File: src/rtl/read_requester_if.sv
// Read-requester bundle: burst command/status toward the controller plus the rd/ack/rd_data
// handshake toward the slave. The requester holds the master modport.
interface read_requester_if #(
  parameter int DATA_W = 8,
  parameter int CNT_W  = 4
);
  logic              start;
  logic [CNT_W-1:0]  len;
  logic              ack;
  logic              rd_data;
  logic              rd;
  logic              busy;
  logic              done;
  logic [DATA_W-1:0] data;
  logic [CNT_W-1:0]  count;
  logic              timeout_err;

  modport master (
    input  start, len, ack, rd_data,
    output rd, busy, done, data, count, timeout_err
  );

  modport slave (
    output start, len, ack, rd_data,
    input  rd, busy, done, data, count, timeout_err
  );
endinterface

File: src/rtl/read_requester.sv
// Burst read master for a rd/ack single-bit slave. Each read raises rd until ack, then releases
// rd for one clock. Bits are packed MSB-first; done pulses at the end; a timeout sets a sticky error.
module read_requester #(
  parameter int DATA_W  = 8,
  parameter int CNT_W   = 4,
  parameter int TIMEOUT = 8,
  parameter int TMR_W   = 4
) (
  input  logic               clk,
  input  logic               rst,
  read_requester_if.master   bus
);

  typedef enum logic [2:0] {S_IDLE, S_REQ, S_REL, S_FIN, S_ERR} state_t;

  state_t              state_q, state_d;
  logic [CNT_W-1:0]    len_q, len_d;
  logic [CNT_W-1:0]    count_q, count_d;
  logic [DATA_W-1:0]   data_q, data_d;
  logic [TMR_W-1:0]    timer_q, timer_d;
  logic                err_q, err_d;

  always_ff @(posedge clk or negedge rst) begin
    if (!rst) begin
      state_q <= S_IDLE;
      len_q   <= '0;
      count_q <= '0;
      data_q  <= '0;
      timer_q <= '0;
      err_q   <= 1'b0;
    end else begin
      state_q <= state_d;
      len_q   <= len_d;
      count_q <= count_d;
      data_q  <= data_d;
      timer_q <= timer_d;
      err_q   <= err_d;
    end
  end

  always_comb begin
    state_d = state_q;
    len_d   = len_q;
    count_d = count_q;
    data_d  = data_q;
    timer_d = timer_q;
    err_d   = err_q;
    case (state_q)
      S_IDLE: begin
        if (bus.start) begin
          data_d  = '0;
          count_d = '0;
          timer_d = '0;
          err_d   = 1'b0;
          if (bus.len != '0) begin
            len_d   = bus.len;
            state_d = S_REQ;
          end else begin
            state_d = S_FIN;
          end
        end
      end
      S_REQ: begin
        if (bus.ack) begin
          data_d  = {data_q[DATA_W-2:0], bus.rd_data};
          count_d = count_q + 1'b1;
          timer_d = '0;
          state_d = S_REL;
        end else if (timer_q == TMR_W'(TIMEOUT - 1)) begin
          err_d   = 1'b1;
          state_d = S_ERR;
        end else begin
          timer_d = timer_q + 1'b1;
        end
      end
      // rd is low here for one clock so the slave can drop back to its idle state
      S_REL:   state_d = (count_q == len_q) ? S_FIN : S_REQ;
      S_FIN:   state_d = S_IDLE;
      S_ERR:   state_d = S_IDLE;
      default: state_d = S_IDLE;
    endcase
  end

  // Outputs decode the state register directly, so reset drops rd without a clock edge
  assign bus.rd          = (state_q == S_REQ);
  assign bus.busy        = (state_q != S_IDLE);
  assign bus.done        = (state_q == S_FIN) || (state_q == S_ERR);
  assign bus.data        = data_q;
  assign bus.count       = count_q;
  assign bus.timeout_err = err_q;

endmodule

File: src/flat_wrapper.sv
// flat-port wrapper written by rule: the top's interface ports become plain ports
module read_requester_flat 
#(
  parameter int DATA_W  = 8,
  parameter int CNT_W   = 4,
  parameter int TIMEOUT = 8,
  parameter int TMR_W   = 4
)
  (clk, rst, bus_start, bus_len, bus_ack, bus_rd_data, bus_rd, bus_busy, bus_done, bus_data, bus_count, bus_timeout_err);
  read_requester_if #(.DATA_W(DATA_W), .CNT_W(CNT_W)) bus_i ();
  input  logic clk;
  input  logic rst;
  input wire logic [$bits(bus_i.start)-1:0] bus_start;
  input wire logic [$bits(bus_i.len)-1:0] bus_len;
  input wire logic [$bits(bus_i.ack)-1:0] bus_ack;
  input wire logic [$bits(bus_i.rd_data)-1:0] bus_rd_data;
  output wire logic [$bits(bus_i.rd)-1:0] bus_rd;
  output wire logic [$bits(bus_i.busy)-1:0] bus_busy;
  output wire logic [$bits(bus_i.done)-1:0] bus_done;
  output wire logic [$bits(bus_i.data)-1:0] bus_data;
  output wire logic [$bits(bus_i.count)-1:0] bus_count;
  output wire logic [$bits(bus_i.timeout_err)-1:0] bus_timeout_err;
  assign bus_i.start = bus_start;
  assign bus_i.len = bus_len;
  assign bus_i.ack = bus_ack;
  assign bus_i.rd_data = bus_rd_data;
  assign bus_rd = bus_i.rd;
  assign bus_busy = bus_i.busy;
  assign bus_done = bus_i.done;
  assign bus_data = bus_i.data;
  assign bus_count = bus_i.count;
  assign bus_timeout_err = bus_i.timeout_err;
  read_requester #(.DATA_W(DATA_W), .CNT_W(CNT_W), .TIMEOUT(TIMEOUT), .TMR_W(TMR_W)) u_core (.clk(clk), .rst(rst), .bus(bus_i));
endmodule
File: config.mk
export PLATFORM = sky130hd
export DESIGN_NAME = read_requester_flat
export DESIGN_NICKNAME = d
export VERILOG_FILES = /design/src/rtl/read_requester_if.sv /design/src/rtl/read_requester.sv /design/src/flat_wrapper.sv
export SDC_FILE = /design/constraint.sdc
export NUM_CORES = 1
export LEC_CHECK = 0
export CORE_MARGIN = 3
export CORE_UTILIZATION = 53
export DETAILED_ROUTE_END_ITERATION = 7
export GPL_TIMING_DRIVEN = 0
export PLACE_DENSITY = 0.83
export RECOVER_POWER = 50
export SLEW_MARGIN = 10
export SYNTH_ARGS = -nofsm -noshare
export SYNTH_HDL_FRONTEND = slang
export SYNTH_SLANG_ARGS = --single-unit
File: constraint.sdc
create_clock -name clk -period 3.67 [get_ports clk]
set_input_delay 0.367 -clock clk [delete_from_list [all_inputs] [get_ports clk]]
set_output_delay 0.367 -clock clk [all_outputs]
set_load 0.02 [all_outputs]
# Word-level counts from Yosys, hierarchy flattened
# Index checks and enable logic that the tools add are counted.
# totals
ff_bits	24
out_inout_bits	16
word_cells	49
inputBits	9
# op_classes
mux	19
eq_ne	12
addsub	2
n_reduce_logical	10
# op_table
op	count
4-bit two-way mux	4
8-bit two-way mux	2
4-bit one-hot mux with 2 select lines	2
8-bit one-hot mux with 2 select lines	1
3-bit two-way mux	3
3-bit one-hot mux with 3 select lines	1
3-bit AND reduction	3
4-bit by 1-bit adder with 4-bit output, second input constant	2
3-bit by 2-bit equality test with 1-bit output, second input constant	2
2-bit inequality test, second input constant	3
4-bit by 3-bit equality test with 1-bit output, second input constant	1
4-bit equality test	1
2-bit two-way mux	2
4-bit AND reduction	1
4-bit nonzero test	1
3-bit by 1-bit equality test with 1-bit output, second input constant	1
3-bit equality test, second input constant	1
3-bit logical NOT	1
1-bit two-way mux	3
3-bit by 2-bit inequality test with 1-bit output, second input constant	1
3-bit inequality test, second input constant	1
3-bit nonzero test	1
2-bit by 1-bit inequality test with 1-bit output, second input constant	1
1-bit one-hot mux with 2 select lines	1
other kinds (3)	3

# Logic depth before layout (Yosys ltp)
# depth
ltp_word	4
depth_mapped	5
mapped_depth_nobuf	5

# Worst setup path before layout
# OpenSTA, ideal clock, no wires.
# synth_timing
path_kind	register -> register
from	reg u_core.state_q[2]
to	reg u_core.timer_q[3]
arrival_ns	1.434
setup_ns	0.123
path_stages_with_launch	6
required_time_ns	3.547
slack_ns	2.113
synth_period_minus_slack_ns	1.557
path_buffers	1
path_cell_list	dfrtp_1 > buf_6 > or4b_4 > o221ai_4 > or3_2 > a21boi_2
# synth_via
elab_chain_len	3
elab_cells_between_ends	7
classes_between	eq/ne: 3; mux: 1; reduce/logical: 3
# synth_lines
item	line	rtl
start: declaration	read_requester.sv:16	state_t state_q, state_d;
start signal: assignment	read_requester.sv:32	state_q <= state_d;
3-bit by 1-bit equality test with 1-bit output / 3-bit logical NOT (equally long branches)	read_requester.sv:48	case (state_q)
3-bit inequality test (no source line), or another cell as far along	n/a	
3-bit AND reduction (no source line)	n/a	
end signal: assignment	read_requester.sv:36	timer_q <= timer_d;
end: declaration	read_requester.sv:20	logic [TMR_W-1:0] timer_q, timer_d;
# Several ways; a longest one is shown, not always the timed one.
# A chain may end at the register's enable or synchronous reset.

# Final worst setup path
# layout_timing
from	reg u_core.state_q[2]
to	out bus_done
# layout_via
elab_chain_len	2
elab_cells_between_ends	3
classes_between	eq/ne: 2; reduce/logical: 1
# layout_lines
item	line	rtl
3-bit by 2-bit equality test with 1-bit output / 3-bit equality test (equally long branches)	read_requester.sv:87	assign bus.done = (state_q == S_FIN) || (state_q == S_ERR);
1-bit logical OR (*)	read_requester.sv:87	
end: declaration	flat_wrapper.sv:19	output wire logic [$bits(bus_i.done)-1:0] bus_done;
# Every way passes the cells marked *; elsewhere a longest branch is shown, timed or not.

==> flow_metrics.env <==
export IMPL_routed_wl_um=2280
export IMPL_setup_tns_ps=0
export IMPL_p_seq_share_pct=42.1
export IMPL_switching_power_uw=365
export IMPL_met3_length_um=123
export IMPL_grt_overflow_total=0
export IMPL_cts_made_buffers=3
export IMPL_first_iter_violations=9
export IMPL_p_comb_share_pct=46.3
export IMPL_fin_crit_ps=2460
export IMPL_min_period_over_period_pct=67.1
export IMPL_routedWlPerCell_um=14.9
export IMPL_power_uw=957
export IMPL_synth_distinct_cells=34
export IMPL_drc_errors=0
export IMPL_cts_sinks=24
export IMPL_synth_xor_xnor_area_share_pct=4.54
export IMPL_status="completed"
export IMPL_yosysTopAreaCellShare_pct=51.9
export IMPL_ant_nets=0
export IMPL_worst_pin_slew_ps=1050
export IMPL_route_vias_total=874
export IMPL_p_per_area_nw_per_um2=672
export IMPL_end_kind="primary output"
export IMPL_die_area_sq_um=2780
export IMPL_syn_nets=110
export IMPL_power_leakage_uw=0.000620
export IMPL_grt_pass1_wl_um=3860
export IMPL_cp_startpoint="u_core.state_q[2]"
export IMPL_min_from="u_core.bus.data[7]"
export IMPL_synth_compound_area_share_pct=19.1
export IMPL_synth_edff_count=0
export IMPL_crit_arrival_ps=2100
export IMPL_fill_cells=161
export IMPL_synthArstFlopShare_pct=100
export IMPL_layout_drive_gt1_share_pct=11.1
export IMPL_htree_levels=1
export IMPL_clockBufferDepth=2
export IMPL_synthCells=99
export IMPL_wl_met1_um=1020
export IMPL_track_usage_pct=19.2
export IMPL_insertion_delay_ps=310
export IMPL_yosys_most_used_dff="dfrtp_1"
export IMPL_die_y_um=52.7
export IMPL_max_cap_violations=0
export IMPL_netlist_area_sq_um=1160
export IMPL_fmax_ghz=0.406
export IMPL_yosys_warnings=0
export IMPL_antennaDiodeCount=0
export IMPL_crit_fanout=10
export IMPL_cellInternalPower_uw=592
export IMPL_place_gp_congestion=0.744
export IMPL_cts_tree="done"
export IMPL_r2r_start="u_core.state_q[2]"
export IMPL_synth_top_family_by_area="compound AO/OA/AOI/OAI gates"
export IMPL_core_sq_um=2020
export IMPL_final_common_cell="dfrtp_1"
export IMPL_hp_class="flip-flop to flip-flop"
export IMPL_ir_worst_vdd_v=0.000461
export IMPL_synth_seq_cells=24
export IMPL_area_growth_pct=23.0
export IMPL_viasPerCell=5.71
export IMPL_hpwlAfterDp_um=1680
export IMPL_crit_path_start_kind="flip-flop"
export IMPL_nNetsFinal=139
export IMPL_final_cell_mix="dfrtp_1 (24), clkdlybuf4s50_1 (23), a22o_1 (13)"
export IMPL_finalSetupViolations=0
export IMPL_start_util_pct=57.2
export IMPL_die_w_um=52.7
export IMPL_switching_share_pct=38.2
export IMPL_cts_hold_buf=0
export IMPL_portBuffers=24
export IMPL_root_buffer="clkbuf_4"
export IMPL_synthMuxAreaShare_pct=2.92
export IMPL_synth_adder_area_share_pct=2.16
export IMPL_worstSetupPathType="flip-flop to primary output"
export IMPL_slew_viol_final=0
export IMPL_synth_simple_area_share_pct=16.8
export IMPL_cp_required_ps=3300
export IMPL_cts_resized=0
export IMPL_synth_largest_area_cell="dfrtp_1"
export IMPL_grt_max_degree=25
export IMPL_grt_pass1_vias=853
export IMPL_io_pins=25
export IMPL_first_pass_iters=4
export IMPL_clkTransAtPathRegs_ps=120
export IMPL_synth_area_leaders="dfrtp_1 (52%), a22o_1 (9.8%), xnor2_1 (3.0%)"
export IMPL_rsz0062_at_grt="false"
export IMPL_ys_seq_area_share_pct=51.9
export IMPL_hold_viol=0
export IMPL_power_share_clock_pct=11.6
export IMPL_maxSlewHeadroom_pct=29.8
export IMPL_cts_setup_buffers=0
export IMPL_clock_skew_ps=0.739
export IMPL_top_layer="met4"
export IMPL_antenna_found_initial=0
export IMPL_rows=16
export IMPL_syn_area_per_cell_sq_um=11.7
export IMPL_dr_wl_met2_um=1100
-- cells in the mapped netlist (2+ instances only) --
master	number
xor2_1	2
xnor2_1	4
nor2_1	7
dfrtp_1	24
or3_2	2
buf_2	3
nand2_1	8
ha_1	2
a22o_1	13
a21oi_1	6
mux2_2	3
nand3_1	3
-- final timing paths --
check,to,slack [ps],depth (start not counted)
min in group asynchronous,u_core.timer_q[2],680,1
min,u_core.bus.data[7],520,1
max reg2reg,u_core.len_q[2],1710,4
max in group asynchronous,u_core.bus.count[3],2360,1
max,bus_done,1210,4
min reg2reg,u_core.bus.data[7],520,1
-- cell type report --
type                       count  area (sq um)  share of cell area, %
multi-input combinational     70           505                   35.5
timing repair buffer          24           240                   16.9
buffer                         5          21.3                   1.49
sequential                    24           601                   42.2
clock buffer                   3          22.5                   1.58
tap                           27          33.8                   2.37
-- per-stage QoR --
| stage | instance area [sq um] | hold slack [ps] | utilization (%) | worst slack [ps] | std cells |
|---|---|---|---|---|---|
| floorplan | 1160 | 71.4 | - | 2110 | 99 |
| global placement | 1430 | 492 | 70.8 | 1520 | 150 |
| detailed placement | 1430 | 498 | 70.8 | 1420 | 150 |
| CTS | 1450 | 529 | 71.9 | 1300 | 153 |
| global route | 1420 | 544 | 70.4 | 1080 | 153 |
| finish | 1420 | 523 | 70.4 | 1210 | 153 |
-- power groups by stage --
stage | Clock [uW] | Sequential (uW) | Combinational [uW]
after floorplan | 0 | 429 | 279
after detailed placement | 0 | 411 | 462
after CTS | 116 | 406 | 463
after global placement | 0 | 407 | 447
after global routing | 127 | 412 | 487
final | 111 | 403 | 443
-- cell families (layout without fill, tap and decap cells) --
| kind of cell | count (synthesis) | after routing |
|---|---|---|
| adder cells (fa/ha/maj) | 2 | 2 |
| AO/OA/AOI/OAI | 27 | 27 |
| XOR/XNOR | 6 | 6 |
| buffers and inverters | 5 | 32 |
| flip-flops | 24 | 24 |
| multiplexers | 3 | 3 |
| AND/OR/NAND/NOR | 32 | 32 |
-- sequential cells by signal, summed over array words and instances, names as in the netlist --
| name | cells |
|---|---|
| u_core.bus.data | 8 |
| u_core.bus.count | 4 |
| u_core.len_q | 4 |
| u_core.timer_q | 4 |
| u_core.state_q | 3 |
| u_core.bus.timeout_err | 1 |
-- worst max-delay path, cell delays in order, from the launching register on --
cell and delay (ps):
dfrtp_1 340, clkbuf_1 390, or2b_1 280, o22ai_1 150
clkdlybuf4s50_1 630
-- per-layer routing --
| metal | up-vias | global-route usage [%] |
|---|---|---|
| li1 | 420 | - |
| met3 | 4 | 4.27 |
| met4 | 0 | 7.66 |
| met5 | - | 0 |
| met1 | 428 | 25.6 |
| met2 | 22 | 30.2 |
Power figures use the tool's default switching activity.
